File: config.mk
export PLATFORM = sky130hd
export DESIGN_NAME = hdmi_pattern_gen
export DESIGN_NICKNAME = d
export VERILOG_FILES = /design/src/rtl/hdmi_pkg.sv /design/src/rtl/vga_timing_core.sv /design/src/rtl/hdmi_pattern_gen.sv
export SDC_FILE = /design/constraint.sdc
export NUM_CORES = 1
export LEC_CHECK = 0
export ABC_CLOCK_PERIOD_IN_PS = 2100
export BUFFER_PORTS_ARGS = -buffer_cell sky130_fd_sc_hd__buf_2
export CAP_MARGIN = 30
export CORE_MARGIN = 10
export CORE_UTILIZATION = 45
export DETAILED_ROUTE_END_ITERATION = 16
export PLACE_DENSITY = 0.77
export SLEW_MARGIN = 20
export SYNTH_ARGS = -nofsm -noshare
export SYNTH_HDL_FRONTEND = slang
export SYNTH_SLANG_ARGS = --single-unit
File: constraint.sdc
create_clock -name sys_clk -period 2.1 [get_ports sys_clk]
set_input_delay 0.105 -clock sys_clk [delete_from_list [all_inputs] [get_ports sys_clk]]
set_output_delay 0.105 -clock sys_clk [all_outputs]
set_load 0.01 [all_outputs]
File: src/rtl/hdmi_pkg.sv
// Shared definitions for the HDMI test-pattern source: pattern modes,
// colour-bar table and raster-width helper.
package hdmi_pkg;

  localparam int CNT_W = 11;

  typedef enum logic [1:0] {
    MODE_BARS    = 2'd0,
    MODE_RAMP    = 2'd1,
    MODE_CHECKER = 2'd2,
    MODE_SOLID   = 2'd3
  } mode_e;

  // {R,G,B} on/off flags, bar 0 at the left edge of the active line
  localparam logic [2:0] BAR_TABLE [8] = '{
    3'b111, 3'b110, 3'b011, 3'b010, 3'b101, 3'b100, 3'b001, 3'b000
  };

  function automatic int total_width(int sync_w, int back_w, int valid_w, int front_w);
    return sync_w + back_w + valid_w + front_w;
  endfunction

endpackage

File: src/rtl/vga_timing_core.sv
// Horizontal/vertical raster counters with sync and active-area decode.
// Counters hold at zero while en is low so a re-enable starts a fresh frame.
module vga_timing_core
  import hdmi_pkg::*;
#(
  parameter int H_SYNC  = 96,
  parameter int H_BACK  = 48,
  parameter int H_VALID = 640,
  parameter int H_FRONT = 16,
  parameter int V_SYNC  = 2,
  parameter int V_BACK  = 33,
  parameter int V_VALID = 480,
  parameter int V_FRONT = 10
) (
  input  logic             sys_clk,
  input  logic             sys_rst_n,
  input  logic             en,
  output logic [CNT_W-1:0] cnt_h,
  output logic [CNT_W-1:0] cnt_v,
  output logic             h_act,
  output logic             v_act,
  output logic             hs_raw,
  output logic             vs_raw
);

  localparam logic [CNT_W-1:0] H_LAST   = CNT_W'(total_width(H_SYNC, H_BACK, H_VALID, H_FRONT) - 1);
  localparam logic [CNT_W-1:0] V_LAST   = CNT_W'(total_width(V_SYNC, V_BACK, V_VALID, V_FRONT) - 1);
  localparam logic [CNT_W-1:0] H_SYNC_W = CNT_W'(H_SYNC);
  localparam logic [CNT_W-1:0] V_SYNC_W = CNT_W'(V_SYNC);
  localparam logic [CNT_W-1:0] H_ACT_LO = CNT_W'(H_SYNC + H_BACK);
  localparam logic [CNT_W-1:0] H_ACT_HI = CNT_W'(H_SYNC + H_BACK + H_VALID);
  localparam logic [CNT_W-1:0] V_ACT_LO = CNT_W'(V_SYNC + V_BACK);
  localparam logic [CNT_W-1:0] V_ACT_HI = CNT_W'(V_SYNC + V_BACK + V_VALID);

  // NOTE: non-blocking assignments so both counters update from pre-edge values.
  always_ff @(posedge sys_clk or negedge sys_rst_n) begin
    if (!sys_rst_n) begin
      cnt_h <= '0;
      cnt_v <= '0;
    end else if (!en) begin
      cnt_h <= '0;
      cnt_v <= '0;
    end else if (cnt_h == H_LAST) begin
      cnt_h <= '0;
      cnt_v <= (cnt_v == V_LAST) ? '0 : cnt_v + 1'b1;
    end else begin
      cnt_h <= cnt_h + 1'b1;
    end
  end

  assign h_act  = (cnt_h >= H_ACT_LO) && (cnt_h < H_ACT_HI);
  assign v_act  = (cnt_v >= V_ACT_LO) && (cnt_v < V_ACT_HI);
  assign hs_raw = cnt_h < H_SYNC_W;
  assign vs_raw = cnt_v < V_SYNC_W;

endmodule

File: src/rtl/hdmi_pattern_gen.sv
// Parametrised video timing and test-pattern source feeding the TMDS encoder.
// Every output is registered once from the same counter snapshot, so they stay aligned.
module hdmi_pattern_gen
  import hdmi_pkg::*;
#(
  parameter int H_SYNC      = 96,
  parameter int H_BACK      = 48,
  parameter int H_VALID     = 640,
  parameter int H_FRONT     = 16,
  parameter int V_SYNC      = 2,
  parameter int V_BACK      = 33,
  parameter int V_VALID     = 480,
  parameter int V_FRONT     = 10,
  parameter int SYNC_POL    = 1,
  parameter int COLOR_DEPTH = 8,
  parameter int CHECK_LOG2  = 5
) (
  input  logic                     sys_clk,
  input  logic                     sys_rst_n,
  input  logic                     en,
  input  logic [1:0]               mode,
  input  logic [3*COLOR_DEPTH-1:0] solid_rgb,
  output logic                     hsync,
  output logic                     vsync,
  output logic                     de,
  output logic [3*COLOR_DEPTH-1:0] rgb,
  output logic [10:0]              pix_x,
  output logic [10:0]              pix_y,
  output logic                     frame_start
);

  localparam int               RGB_W    = 3 * COLOR_DEPTH;
  localparam logic             SYNC_ACT = (SYNC_POL != 0);
  localparam logic [CNT_W-1:0] H_START  = CNT_W'(H_SYNC + H_BACK);
  localparam logic [CNT_W-1:0] V_START  = CNT_W'(V_SYNC + V_BACK);
  localparam logic [CNT_W-1:0] BAR_LAST = CNT_W'(H_VALID / 8 - 1);

  logic [CNT_W-1:0] cnt_h;
  logic [CNT_W-1:0] cnt_v;
  logic             h_act;
  logic             v_act;
  logic             hs_raw;
  logic             vs_raw;

  vga_timing_core #(
    .H_SYNC  (H_SYNC),
    .H_BACK  (H_BACK),
    .H_VALID (H_VALID),
    .H_FRONT (H_FRONT),
    .V_SYNC  (V_SYNC),
    .V_BACK  (V_BACK),
    .V_VALID (V_VALID),
    .V_FRONT (V_FRONT)
  ) u_timing (
    .sys_clk   (sys_clk),
    .sys_rst_n (sys_rst_n),
    .en        (en),
    .cnt_h     (cnt_h),
    .cnt_v     (cnt_v),
    .h_act     (h_act),
    .v_act     (v_act),
    .hs_raw    (hs_raw),
    .vs_raw    (vs_raw)
  );

  mode_e            mode_q;
  logic [2:0]       bar_idx;
  logic [CNT_W-1:0] bar_cnt;
  logic             frame_origin;
  logic             act;
  logic [CNT_W-1:0] x_next;
  logic [CNT_W-1:0] y_next;
  logic [2:0]       bar_flags;
  logic [RGB_W-1:0] rgb_next;

  assign frame_origin = (cnt_h == '0) && (cnt_v == '0);
  assign act          = h_act && v_act;
  assign x_next       = act ? cnt_h - H_START : '0;
  assign y_next       = act ? cnt_v - V_START : '0;
  assign bar_flags    = BAR_TABLE[bar_idx];

  // Bar tracking runs in step with cnt_h: at the first active pixel both are zero.
  always_ff @(posedge sys_clk or negedge sys_rst_n) begin
    if (!sys_rst_n) begin
      mode_q  <= MODE_BARS;
      bar_cnt <= '0;
      bar_idx <= '0;
    end else if (!en) begin
      mode_q  <= MODE_BARS;
      bar_cnt <= '0;
      bar_idx <= '0;
    end else begin
      if (frame_origin) begin
        mode_q <= mode_e'(mode);
      end
      if (!h_act) begin
        bar_cnt <= '0;
        bar_idx <= '0;
      end else if (bar_cnt == BAR_LAST) begin
        bar_cnt <= '0;
        bar_idx <= bar_idx + 3'd1;
      end else begin
        bar_cnt <= bar_cnt + 1'b1;
      end
    end
  end

  // NOTE: default assignment first so no path through the mux infers a latch.
  always_comb begin
    rgb_next = '0;
    if (act) begin
      case (mode_q)
        MODE_BARS:    rgb_next = {{COLOR_DEPTH{bar_flags[2]}},
                                  {COLOR_DEPTH{bar_flags[1]}},
                                  {COLOR_DEPTH{bar_flags[0]}}};
        MODE_RAMP:    rgb_next = {3{x_next[COLOR_DEPTH-1:0]}};
        MODE_CHECKER: rgb_next = (x_next[CHECK_LOG2] ^ y_next[CHECK_LOG2]) ? '1 : '0;
        MODE_SOLID:   rgb_next = solid_rgb;
        default:      rgb_next = '0;
      endcase
    end
  end

  always_ff @(posedge sys_clk or negedge sys_rst_n) begin
    if (!sys_rst_n) begin
      hsync       <= ~SYNC_ACT;
      vsync       <= ~SYNC_ACT;
      de          <= 1'b0;
      rgb         <= '0;
      pix_x       <= '0;
      pix_y       <= '0;
      frame_start <= 1'b0;
    end else if (!en) begin
      hsync       <= ~SYNC_ACT;
      vsync       <= ~SYNC_ACT;
      de          <= 1'b0;
      rgb         <= '0;
      pix_x       <= '0;
      pix_y       <= '0;
      frame_start <= 1'b0;
    end else begin
      hsync       <= ~(hs_raw ^ SYNC_ACT);
      vsync       <= ~(vs_raw ^ SYNC_ACT);
      de          <= act;
      rgb         <= rgb_next;
      pix_x       <= x_next;
      pix_y       <= y_next;
      frame_start <= frame_origin;
    end
  end

endmodule
==> impl_metrics.json <==
{
  "outcome": "complete, no violations",
  "crit_buf_inv": 3,
  "rows": 35,
  "worst_pin_slew_ns": 0.671,
  "grt_pass1_wl_um": 19400,
  "clockBufferDepth": 2,
  "hold_viol_final": 0,
  "power.switching_uw": 803,
  "syn_area_per_cell_um2": 9.67,
  "ios": 79,
  "start_util_pct": 45.8,
  "cts_tree": "built",
  "swShare_pct": 22.6,
  "drc": 0,
  "finClkSkew_ns": 0.0110,
  "area_delta_synth_final_pct": 33.9,
  "fin_nets": 580,
  "ys_types": 46,
  "yosysWarnings": 0,
  "cp.arrival_ns": 2.35,
  "synth_flop_cell": "dfrtp_1",
  "port-buffer-count": 78,
  "post-place-ws_ns": -0.0380,
  "drive_gt1_share_pct": 35.5,
  "drt_iter0_markers": 324,
  "max_slew_margin_pct": 54.8,
  "synthMuxAreaShare_pct": 0.717,
  "cpPeakStageDelay_ns": 0.43,
  "power_uw": 3550,
  "required_ns": 2.36,
  "setup.worst_path.end_class": "flop",
  "tritoncts.num_buffers": 9,
  "ys_seq_area_share_pct": 52.6,
  "synth_top_family_by_area": "simple AND/OR/NAND/NOR gates",
  "drv_slew": 0,
  "dieArea_um2": 13600,
  "max_clock_freq_mhz": 478,
  "synthArstFlopShare_pct": 100,
  "clk_pin_slew_ns": 0.09,
  "grt_setup_unrepaired": "yes",
  "diodes": 0,
  "coreArea_um2": 9150,
  "final_cell_mix": "dfrtp_1 (83), buf_2 (77), nor2_1 (59), buf_4 (35), nand2_1 (34)",
  "layoutNonFillerInstCount": 657,
  "cts_root_buf": "clkbuf_8",
  "wl_um": 12300,
  "maxCapViolCount": 0,
  "p_int_uw": 2750,
  "path_cells": "buf_4, o41ai_4, a311o_1, nand2_1, nand2_2, buf_12, inv_2, o211a_1",
  "ys_seq_elements": 88,
  "wire_per_inst_um": 18.7,
  "grt_max_degree": 46,
  "clk_latency_ns": 0.36,
  "final_common_cell": "dfrtp_1",
  "setup_viol": 0,
  "first_global_vias": 3836,
  "die_w_um": 116,
  "vias_per_cell": 5.74,
  "synth_edf_count": 0,
  "ant_nets": 0,
  "timing.final.crit_share_pct": 99.7,
  "synth_xor_area_share_pct": 6.69,
  "place_congestion": 0.905,
  "synthesis.area_um2": 4190,
  "combPwrFrac_pct": 8.8,
  "globalRouteTotalUtil_pct": 18.0,
  "cts_sinks": 88,
  "die-height_um": 116,
  "critPathKind": "reg -> reg",
  "synth_compound_area_share_pct": 14.6,
  "ir_drop_uv": 368,
  "min_path_type": "in -> reg",
  "htree_num_levels": 3,
  "dpl.cell_count": 633,
  "vias": 3772,
  "path_max_fanout": 22,
  "setup_slack_ns": 0.00731,
  "synthSimpleGateAreaFrac_pct": 18.6,
  "powerDensity_nw_per_um2": 633,
  "period_needed_ns": 2.09,
  "dp.final_hpwl_um": 8520,
  "synthCells": 433,
  "p_clk_share_pct": 42.5,
  "cp_slowest_cell": "dfrtp_1",
  "overflow": 0,
  "antenna_found_initial": 0,
  "leakage_uw": 0.00279,
  "crit_path_start_kind": "flop",
  "synth_fa_ha_area_share_pct": 2.99,
  "critPathTopFamily": "compound AO/OA/AOI/OAI gates",
  "syn_nets": 472,
  "first_pass_iters": 5,
  "p_seq_share_pct": 48.7
}
## layer usage
layer	wire length (µm)	up-vias	global-route usage, %
met1	5050	1857	22.1
met2	6120	140	29.6
met4	377	0	8.34
met5	0	-	0
met3	756	33	3.90
li1	-	1742	-
## area by class of cell
| class | count | area (µm²) |
|---|---|---|
| Multi-Input combinational cell | 307 | 2130 |
| Inverter | 13 | 48.8 |
| Clock inverter | 5 | 129 |
| Clock buffer | 11 | 131 |
| Sequential cell | 88 | 2210 |
| Timing Repair Buffer | 122 | 823 |
| Fill cell | 703 | 3540 |
| Tap cell | 111 | 139 |
## power by group through the flow
stage / Combinational (µW) / Sequential, µW / Clock, µW
after floorplan: 135 / 1750 / 0
after global routing: 344 / 1730 / 1600
final: 312 / 1730 / 1510
after global placement: 258 / 1760 / 0
after detailed placement: 263 / 1760 / 0
after CTS: 288 / 1730 / 1520
## final timing paths
| check | slack, ns | startpoint | end | cells after the start |
|---|---|---|---|---|
| max | 0.007 | u_timing.cnt_v[2] | rgb[23] | 8 |
| min | 0.02 | solid_rgb[9] | rgb[9] | 3 |
| max reg2reg | 0.007 | u_timing.cnt_v[2] | rgb[23] | 8 |
| min reg2reg | 0.50 | bar_cnt[0] | bar_cnt[0] | 1 |
| max in group asynchronous | 1.18 | sys_rst_n | u_timing.cnt_h[0] | 3 |
| min in group asynchronous | 0.27 | sys_rst_n | rgb[8] | 2 |
## worst register-to-register path: stages (launching register included)
cell and delay (ns):
dfrtp_1 0.43, buf_4 0.21, o41ai_4 0.42, a311o_1 0.31, nand2_1 0.12, nand2_2 0.14
buf_12 0.19, inv_2 0.06, o211a_1 0.12
## synth_stat cells (5+ instances only)
master / number / area share (%)
xor2_1: 12 / 2.5
o21ai_0: 26 / 3.1
or3_1: 6 / 0.90
nand4_1: 7 / 1.0
clkbuf_1: 21 / 1.9
a221oi_1: 5 / 1.0
xnor2_1: 20 / 4.2
dfrtp_1: 88 / 53
nor2_1: 61 / 5.5
ha_1: 10 / 3.0
o22ai_1: 16 / 2.4
inv_1: 12 / 1.1
a31oi_1: 5 / 0.75
nand2_1: 38 / 3.4
nand3_1: 14 / 1.7
nor3_1: 12 / 1.4
and3_1: 11 / 1.6
a21oi_1: 25 / 3.0
## metrics by stage
stage                     utilization [%]  instance area [µm²]  setup TNS (ns)  hold WS, ns
after detailed placement             54.5                 4990          -0.205        0.131
final                                61.3                 5610               0       0.0168
after global placement               54.5                 4990               0        0.129
after floorplan                         -                 4230          -0.251       -0.191
after global routing                 61.3                 5610          -0.834       0.0165
after CTS                            59.0                 5400               0       0.0237
## flip-flops by register name (all words and copies together), names as in the netlist
register / flops
bar_cnt: 11
bar_idx: 3
de: 1
frame_start: 1
hsync: 1
mode_q: 2
pix_x: 11
pix_y: 11
rgb: 24
u_timing.cnt_h: 11
u_timing.cnt_v: 11
vsync: 1
## cell families (layout without fill, tap and decap cells)
family | count (synthesis) | after routing
simple gates | 167 | 167
fa+ha+maj | 10 | 10
mux | 3 | 3
xor+xnor | 32 | 32
flops | 88 | 88
buf+inv | 38 | 151
compound gates | 95 | 95
## timing repair
action | CTS | global route
setup buffers | 3 | 2
hold buffers | 2 | 0
endpoints found under the hold margin | 44 | 0
gates resized for setup | 13 | 44
pin swaps | 4 | 10
cloned | 1 | 0
endpoints found under the setup margin | 22 | 52
(Power assumes the default switching activity.)
